`src/rtl/otter_cu_fsm.sv`:
```
// Otter RV32I multicycle control: INIT -> FETCH -> EXEC [-> WRITEBACK] [-> INTRPT] -> FETCH.
// Two cycles per instruction, three for loads, plus one when an interrupt is taken; no backpressure.
module otter_cu_fsm (
    input  logic        clk,
    input  logic        reset,
    input  logic [31:0] ir,
    input  logic        br_eq,
    input  logic        br_lt,
    input  logic        br_ltu,
    input  logic        intr,
    input  logic        csr_mie,
    output logic        PCWrite,
    output logic [2:0]  pcSource,
    output logic        regWrite,
    output logic [1:0]  rf_wr_sel,
    output logic        memRDEN1,
    output logic        memRDEN2,
    output logic        memWE2,
    output logic        csr_WE,
    output logic        int_taken,
    output logic        mret_exec,
    output logic        rst_out
);

    typedef enum logic [2:0] {
        INIT,
        FETCH,
        EXEC,
        WRITEBACK,
        INTRPT
    } state_t;

    localparam logic [6:0] OPC_LOAD   = 7'b0000011;
    localparam logic [6:0] OPC_STORE  = 7'b0100011;
    localparam logic [6:0] OPC_OP     = 7'b0110011;
    localparam logic [6:0] OPC_OP_IMM = 7'b0010011;
    localparam logic [6:0] OPC_LUI    = 7'b0110111;
    localparam logic [6:0] OPC_AUIPC  = 7'b0010111;
    localparam logic [6:0] OPC_JAL    = 7'b1101111;
    localparam logic [6:0] OPC_JALR   = 7'b1100111;
    localparam logic [6:0] OPC_BRANCH = 7'b1100011;
    localparam logic [6:0] OPC_SYSTEM = 7'b1110011;

    state_t state, next_state;
    logic   pend;
    logic   br_taken;
    logic   irq_go;

    logic [6:0] opcode;
    logic [2:0] func3;
    logic       unused_ir;

    assign opcode    = ir[6:0];
    assign func3     = ir[14:12];
    assign unused_ir = ^{ir[19:15], ir[11:7]};

    always_ff @(posedge clk) begin
        if (reset) begin
            state <= INIT;
            pend  <= 1'b0;
        end else begin
            state <= next_state;
            // Entering the handler consumes the request; INIT ignores intr entirely.
            if (state == INTRPT)
                pend <= 1'b0;
            else if (intr && state != INIT)
                pend <= 1'b1;
        end
    end

    always_comb begin
        br_taken = 1'b0;
        case (func3)
            3'b000:  br_taken = br_eq;
            3'b001:  br_taken = !br_eq;
            3'b100:  br_taken = br_lt;
            3'b101:  br_taken = !br_lt;
            3'b110:  br_taken = br_ltu;
            3'b111:  br_taken = !br_ltu;
            default: br_taken = 1'b0;
        endcase
    end

    assign irq_go = pend && csr_mie;

    always_comb begin
        next_state = state;
        PCWrite    = 1'b0;
        pcSource   = 3'd0;
        regWrite   = 1'b0;
        rf_wr_sel  = 2'd0;
        memRDEN1   = 1'b0;
        memRDEN2   = 1'b0;
        memWE2     = 1'b0;
        csr_WE     = 1'b0;
        int_taken  = 1'b0;
        mret_exec  = 1'b0;
        rst_out    = 1'b0;

        case (state)
            INIT: begin
                rst_out    = 1'b1;
                next_state = FETCH;
            end

            FETCH: begin
                memRDEN1   = 1'b1;
                next_state = EXEC;
            end

            EXEC: begin
                next_state = irq_go ? INTRPT : FETCH;
                PCWrite    = 1'b1;
                case (opcode)
                    OPC_LOAD: begin
                        PCWrite    = 1'b0;
                        memRDEN2   = 1'b1;
                        next_state = WRITEBACK;
                    end
                    OPC_STORE: memWE2 = 1'b1;
                    OPC_OP, OPC_OP_IMM, OPC_LUI, OPC_AUIPC: begin
                        regWrite  = 1'b1;
                        rf_wr_sel = 2'd3;
                    end
                    OPC_JAL: begin
                        regWrite = 1'b1;
                        pcSource = 3'd3;
                    end
                    OPC_JALR: begin
                        regWrite = 1'b1;
                        pcSource = 3'd1;
                    end
                    OPC_BRANCH: pcSource = br_taken ? 3'd2 : 3'd0;
                    OPC_SYSTEM: begin
                        if (func3 == 3'b001) begin
                            regWrite  = 1'b1;
                            rf_wr_sel = 2'd1;
                            csr_WE    = 1'b1;
                        end else if (func3 == 3'b000 && ir[31:20] == 12'h302) begin
                            mret_exec = 1'b1;
                            pcSource  = 3'd5;
                        end
                    end
                    default: ;
                endcase
            end

            WRITEBACK: begin
                regWrite   = 1'b1;
                rf_wr_sel  = 2'd2;
                PCWrite    = 1'b1;
                next_state = irq_go ? INTRPT : FETCH;
            end

            INTRPT: begin
                int_taken  = 1'b1;
                PCWrite    = 1'b1;
                pcSource   = 3'd4;
                next_state = FETCH;
            end

            default: next_state = INIT;
        endcase
    end

endmodule

```
`config.mk`:
```
export PLATFORM = sky130hd
export DESIGN_NAME = otter_cu_fsm
export DESIGN_NICKNAME = d
export VERILOG_FILES = /design/src/rtl/otter_cu_fsm.sv
export SDC_FILE = /design/constraint.sdc
export NUM_CORES = 1
export LEC_CHECK = 0
export ABC_AREA = 1
export ABC_CLOCK_PERIOD_IN_PS = 2900
export CORE_UTILIZATION = 29
export DETAILED_ROUTE_END_ITERATION = 10
export PLACE_DENSITY_LB_ADDON = 0.08
export SYNTH_ARGS = -nofsm -noshare
export SYNTH_HDL_FRONTEND = slang
export SYNTH_SLANG_ARGS = --single-unit
```
`constraint.sdc`:
```
create_clock -name clk -period 2.9 [get_ports clk]
set_input_delay 0.58 -clock clk [delete_from_list [all_inputs] [get_ports clk]]
set_output_delay 0.58 -clock clk [all_outputs]
set_load 0.05 [all_outputs]
```
Word-level counts from Yosys, hierarchy flattened
Index checks and enable logic that the tools add are counted.
Storage, ports and cells
  bits in registers: 4
  input bits: 39
  output and inout bits: 14
  logic and storage cells: 66
Cells by class
  eq/ne operators: 20
  multiplexer cells: 30
  reductions and logical operators: 14
Operator list (number)
  $eq A7 B7 Y1 const B: 4
  $pmux W3 S4: 2
  $eq A7 B6 Y1 const B: 3
  $mux W1: 16
  $eq A3 B3 Y1 const B: 5
  $eq A7 B5 Y1 const B: 2
  $eq A12 B10 Y1 const B: 1
  $mux W3: 4
  $pmux W2 S2: 2
  $eq A7 B2 Y1 const B: 1
  $eq A3 B1 Y1 const B: 2
  $eq A3 B2 Y1 const B: 2
  $logic_not A3 Y1: 2
  $pmux W1 S2: 3
  $pmux W1 S6: 1
  $pmux W3 S2: 1
  $reduce_or A2 Y1: 3
  $reduce_or A6 Y1: 1
  $reduce_or A4 Y1: 1
  $logic_and A1 B1 Y1: 3
  $logic_not A1 Y1: 3
  $reduce_bool A3 Y1: 1
  $mux W2: 1

Longest topological paths before layout
  depth in word-level cells: 6
  gate-level depth with buffers: 8
  depth with buffers taken out: 8

Worst setup path after synthesis
No wires, ideal clock.
  path kind: input -> output
  start: in ir[1]
  end: out rf_wr_sel[1]
  arrival: 1.905 ns
  required time: 2.320 ns
  setup slack: 0.415 ns
  cell stages on the path: 4
  buffers on the path: 0
  cells stage by stage: nand2_1 nor2_1 nand3_1 o21ai_0
On the way
  word-level cells in the longest chain between the ends: 4
  elaborated cells on any way between the ends: 8
  classes of those cells: eq/ne: 5; mux: 2; reduce/logical: 1
RTL lines
  start: declaration: RTL line 6  | input logic [31:0] ir,
  $eq A7 B6 Y1 / $eq A7 B5 Y1 (equally long branches): RTL line 114  | case (opcode)
  $reduce_or A4 Y1
  $pmux W2 S2 (*): RTL line 114
  $pmux W2 S2 (*): RTL line 100  | case (state)
  end: declaration: RTL line 15  | output logic [1:0] rf_wr_sel,
Mark *: on every way between the ends. The rest lies on a longest branch, timed or not.

Worst setup path in the final report
  start: in ir[1]
  end: out regWrite
On the way
  word-level cells in the longest chain between the ends: 4
  elaborated cells on any way between the ends: 10
  classes of those cells: eq/ne: 7; mux: 2; reduce/logical: 1
RTL lines
  $eq A7 B6 Y1 (tied with other cells): RTL line 114
  $reduce_or A6 Y1 (no source line)
  $pmux W1 S2 (*): RTL line 114
  $pmux W1 S2 (*): RTL line 100
  end: declaration: RTL line 14  | output logic regWrite,
Marked as above.

==> qor.tcl <==
set qor(area_growth_syn_to_layout_pct) 117
set qor(grt_setup_unrepaired) {false}
set qor(synth_nets) 134
set qor(wl_mm) 1.50
set qor(worstPathMaxFanout) 3
set qor(synth_top_family_by_area) {simple AND/OR/NAND/NOR gates}
set qor(upper_clock_frequency_limit_ghz) 0.392
set qor(die-width_um) 43.1
set qor(clock_sinks) 4
set qor(crit_required_ns) 2.32
set qor(slack_of_the_worst_reg_to_reg_path_ns) 1.86
set qor(synth-compound-area-share_pct) 7.65
set qor(preCtsSetupSlack_ns) 0.332
set qor(power_density_nw_per_um2) 238
set qor(design.die.area_um2) 1860
set qor(clock_latency_ns) 0.23
set qor(first_global_vias) 699
set qor(crit_path_cell_trace) {clkdlybuf4s50_1, nand2_1, inv_1, nand2_1, nor3_2, nand2_1, a21oi_1, buf_12}
set qor(detail_route.drc_violations) 0
set qor(tightestPinTransition_ns) 0.495
set qor(worst_path_most_repeated_cell) {sky130_fd_sc_hd__nand2_1}
set qor(worst_r2r_endpoint) {state[1]}
set qor(critical_path.slowest_cell) {sky130_fd_sc_hd__clkdlybuf4s50_1}
set qor(global_route.overflow_total) 0
set qor(min_period_over_period_pct) 88.0
set qor(cts_buffers) 3
set qor(yosysTopAreaCell) {sky130_fd_sc_hd__nand2_1}
set qor(skew_ns) 0.00118
set qor(fp-row-count) 14
set qor(detail_route.iter0.violations) 16
set qor(timing.final.hold_violations) 0
set qor(synth.top_cells.by_area) {sky130_fd_sc_hd__nand2_1 (18%), sky130_fd_sc_hd__dfxtp_1 (16%), sky130_fd_sc_hd__inv_1 (13%), sky130_fd_sc_hd__nor2_1 (12%), sky130_fd_sc_hd__nand3_1 (9.2%)}
set qor(grt_max_degree) 7
set qor(multi_input_comb_area_um2) 335
set qor(endpoint) {regWrite}
set qor(nFillCells) 131
set qor(max_cap_viol_count) 0
set qor(syn-cell-area_um2) 490
set qor(worstPathArrival_ns) 1.97
set qor(postLayoutCoreUtil_pct) 69.0
set qor(antenna_cells) 0
set qor(tritoncts) {yes}
set qor(syn-mean-instance-area_um2) 5.16
set qor(power.ir.vdd_worst_mv) 0.252
set qor(grtUsageTotal_pct) 17.6
set qor(synth-seq-cells) 4
set qor(seq_total_area_yosys_pct) 16.3
set qor(synthSimpleGateAreaFrac_pct) 60.7
set qor(max_stage_delay_ns) 0.45
set qor(routabilityCongestion) 0.775
set qor(post_synth_num_cell_types) 19
set qor(placement.io_buffers) 42
set qor(mux_contribution_to_synthesized_area_pct) 0
set qor(tns_ns) 0
set qor(final.min_clock_period_ns) 2.55
set qor(buffer_type_at_the_clock_tree_root) {sky130_fd_sc_hd__clkbuf_4}
set qor(post_cts_resized) 0
set qor(core_region_area_um2) 1540
set qor(netlist_instances) 95
set qor(clk_pin_slew_worst_paths_ns) 0.04
set qor(timing.final.max_slew_violations) 0
set qor(route.detailed.wl_per_inst_um) 9.60
set qor(setup-violations-final) 0
set qor(slew_headroom_pct) 66.9
set qor(detailroute.via_count) 705
set qor(initial_core_utilization_pct) 31.8
set qor(crit_path_end_kind) {output port}
set qor(worst-r2r-cell-count) 7
set qor(status) {finished clean}
set qor(synth_fa_ha_area_share_pct) 0
set qor(timing.final.ws_setup_ns) 0.348
set qor(io-pin-count) 53
set qor(worst-setup-path-type) {primary input to output port}
set qor(timing.rr.start) {state[2]}
set qor(cts_max_path_buffers) 2
set qor(hold_removal_path_class) {flip-flop to flip-flop}
set qor(layout.nets) 181
set qor(post_synth_top_area_share_pct) 18.4
set qor(startpoint) {ir[1]}
set qor(critPathLaunchType) {primary input}
set qor(post-dp-hpwl_mm) 1.32
set qor(h-tree-depth) 1
set qor(synthXorXnorAreaFrac_pct) 0
set qor(ff_latch_area_um2) 80.1
set qor(drive_above_1_share_pct) 17.1
set qor(synth_warnings) 0
set qor(cts_hold_fix_bufs) 0
set qor(ant_nets) 0
set qor(leakagePower_nw) 0.489
set qor(antenna_found_initial) 0
set qor(fp.dieH_um) 43.1
set qor(drt-pass1-iter-count) 4
set qor(vias_per_cell) 4.52
set qor(total_power_mw) 0.253
set qor(global_route_wire_length_before_repair_mm) 2.56
set qor(postCtsSetupRepairBufs) 0
-- worst min path at each step --
| stage | from | endpoint | slack, ns | cells past startpoint |
|---|---|---|---|---|
| floorplan | pend | state[2] | 0.44 | 2 |
| global placement | pend | state[2] | 0.47 | 2 |
| detailed placement | pend | state[2] | 0.47 | 2 |
| CTS | pend | state[2] | 0.48 | 2 |
| global route | pend | state[2] | 0.51 | 2 |
| finish | pend | state[2] | 0.48 | 2 |
-- cells in the mapped netlist --
cell,number
sky130_fd_sc_hd__nor3_1,5
sky130_fd_sc_hd__nand2_1,24
sky130_fd_sc_hd__nand3b_1,1
sky130_fd_sc_hd__or2_2,1
sky130_fd_sc_hd__inv_2,3
sky130_fd_sc_hd__a21oi_1,5
sky130_fd_sc_hd__nor3b_1,1
sky130_fd_sc_hd__nand4_1,1
sky130_fd_sc_hd__nor3_2,1
sky130_fd_sc_hd__nor2_1,16
sky130_fd_sc_hd__nand3_2,1
sky130_fd_sc_hd__inv_1,17
sky130_fd_sc_hd__nand2_2,1
sky130_fd_sc_hd__nor2_2,2
sky130_fd_sc_hd__a22oi_1,1
sky130_fd_sc_hd__o21ai_0,1
sky130_fd_sc_hd__dfxtp_1,4
sky130_fd_sc_hd__nand3_1,9
sky130_fd_sc_hd__nor2_4,1
-- sequential cells by signal, indices dropped and copies added (netlist names) --
register,count
state,3
pend,1
-- cells in the final DEF, fill, tap and decap left out --
cell and n:
sky130_fd_sc_hd__nand2_1 24, sky130_fd_sc_hd__inv_1 17, sky130_fd_sc_hd__nor2_1 16, sky130_fd_sc_hd__nor3_1 5
sky130_fd_sc_hd__inv_2 3, sky130_fd_sc_hd__nand3b_1 1, sky130_fd_sc_hd__clkdlybuf4s50_1 31, sky130_fd_sc_hd__a21oi_1 5
sky130_fd_sc_hd__nand2_2 1, sky130_fd_sc_hd__nor2_4 1, sky130_fd_sc_hd__nor2_2 2, sky130_fd_sc_hd__buf_12 11
sky130_fd_sc_hd__nand3_1 9, sky130_fd_sc_hd__o21ai_0 1, sky130_fd_sc_hd__or2_2 1, sky130_fd_sc_hd__dfxtp_1 4
sky130_fd_sc_hd__nand4_1 1, sky130_fd_sc_hd__nor3_2 1, sky130_fd_sc_hd__a22oi_1 1, sky130_fd_sc_hd__nand3_2 1
sky130_fd_sc_hd__clkbuf_4 3, sky130_fd_sc_hd__nor3b_1 1
-- logic make-up (layout without fill, tap and decap cells) --
group	after synthesis	in the layout
AO/OA/AOI/OAI	7	7
AND/OR/NAND/NOR	64	64
buffers and inverters	20	65
flip-flops	4	4
-- worst max-delay path: cells and delay by family --
kind,cells,cell delay [ns]
AOI/OAI and AO/OA,1,0.25
and+or+nand+nor,4,0.43
buffers and inverters,3,0.70
-- final cells by class --
class	instances	area share, %
Clock buffer	3	2.12
Sequential cell	4	7.53
Multi-Input combinational cell	71	31.5
Inverter	20	7.06
Timing Repair Buffer	42	49.9
Tap cell	16	1.88
-- report_power, final --
group	leakage [nW]	total [mW]	switching, mW	internal [mW]
clock network	0.0138	0.0665	0.0204	0.0461
registers	0.0329	0.0639	0.00430	0.0596
logic	0.442	0.123	0.0605	0.0622
total	0.489	0.253	0.0852	0.168
-- routing by layer --
metal / global-route usage [%] / share of wire (%) / vias up
li1: - / - / 386
met1: 18.4 / 43 / 299
met2: 33.7 / 52 / 20
met3: 2.98 / 4.8 / 0
met4: 7.27 / 0 / 0
met5: 0 / 0 / -
-- through the flow --
step | hold WS [ns] | instances | instance area [µm²]
after CTS | 0.476 | 156 | 1060
after floorplan | 0.443 | 95 | 490
after detailed placement | 0.472 | 153 | 1040
after global routing | 0.507 | 156 | 1060
final | 0.475 | 156 | 1060
after global placement | 0.467 | 153 | 1040
No activity file was read; power rests on OpenSTA's default activity.
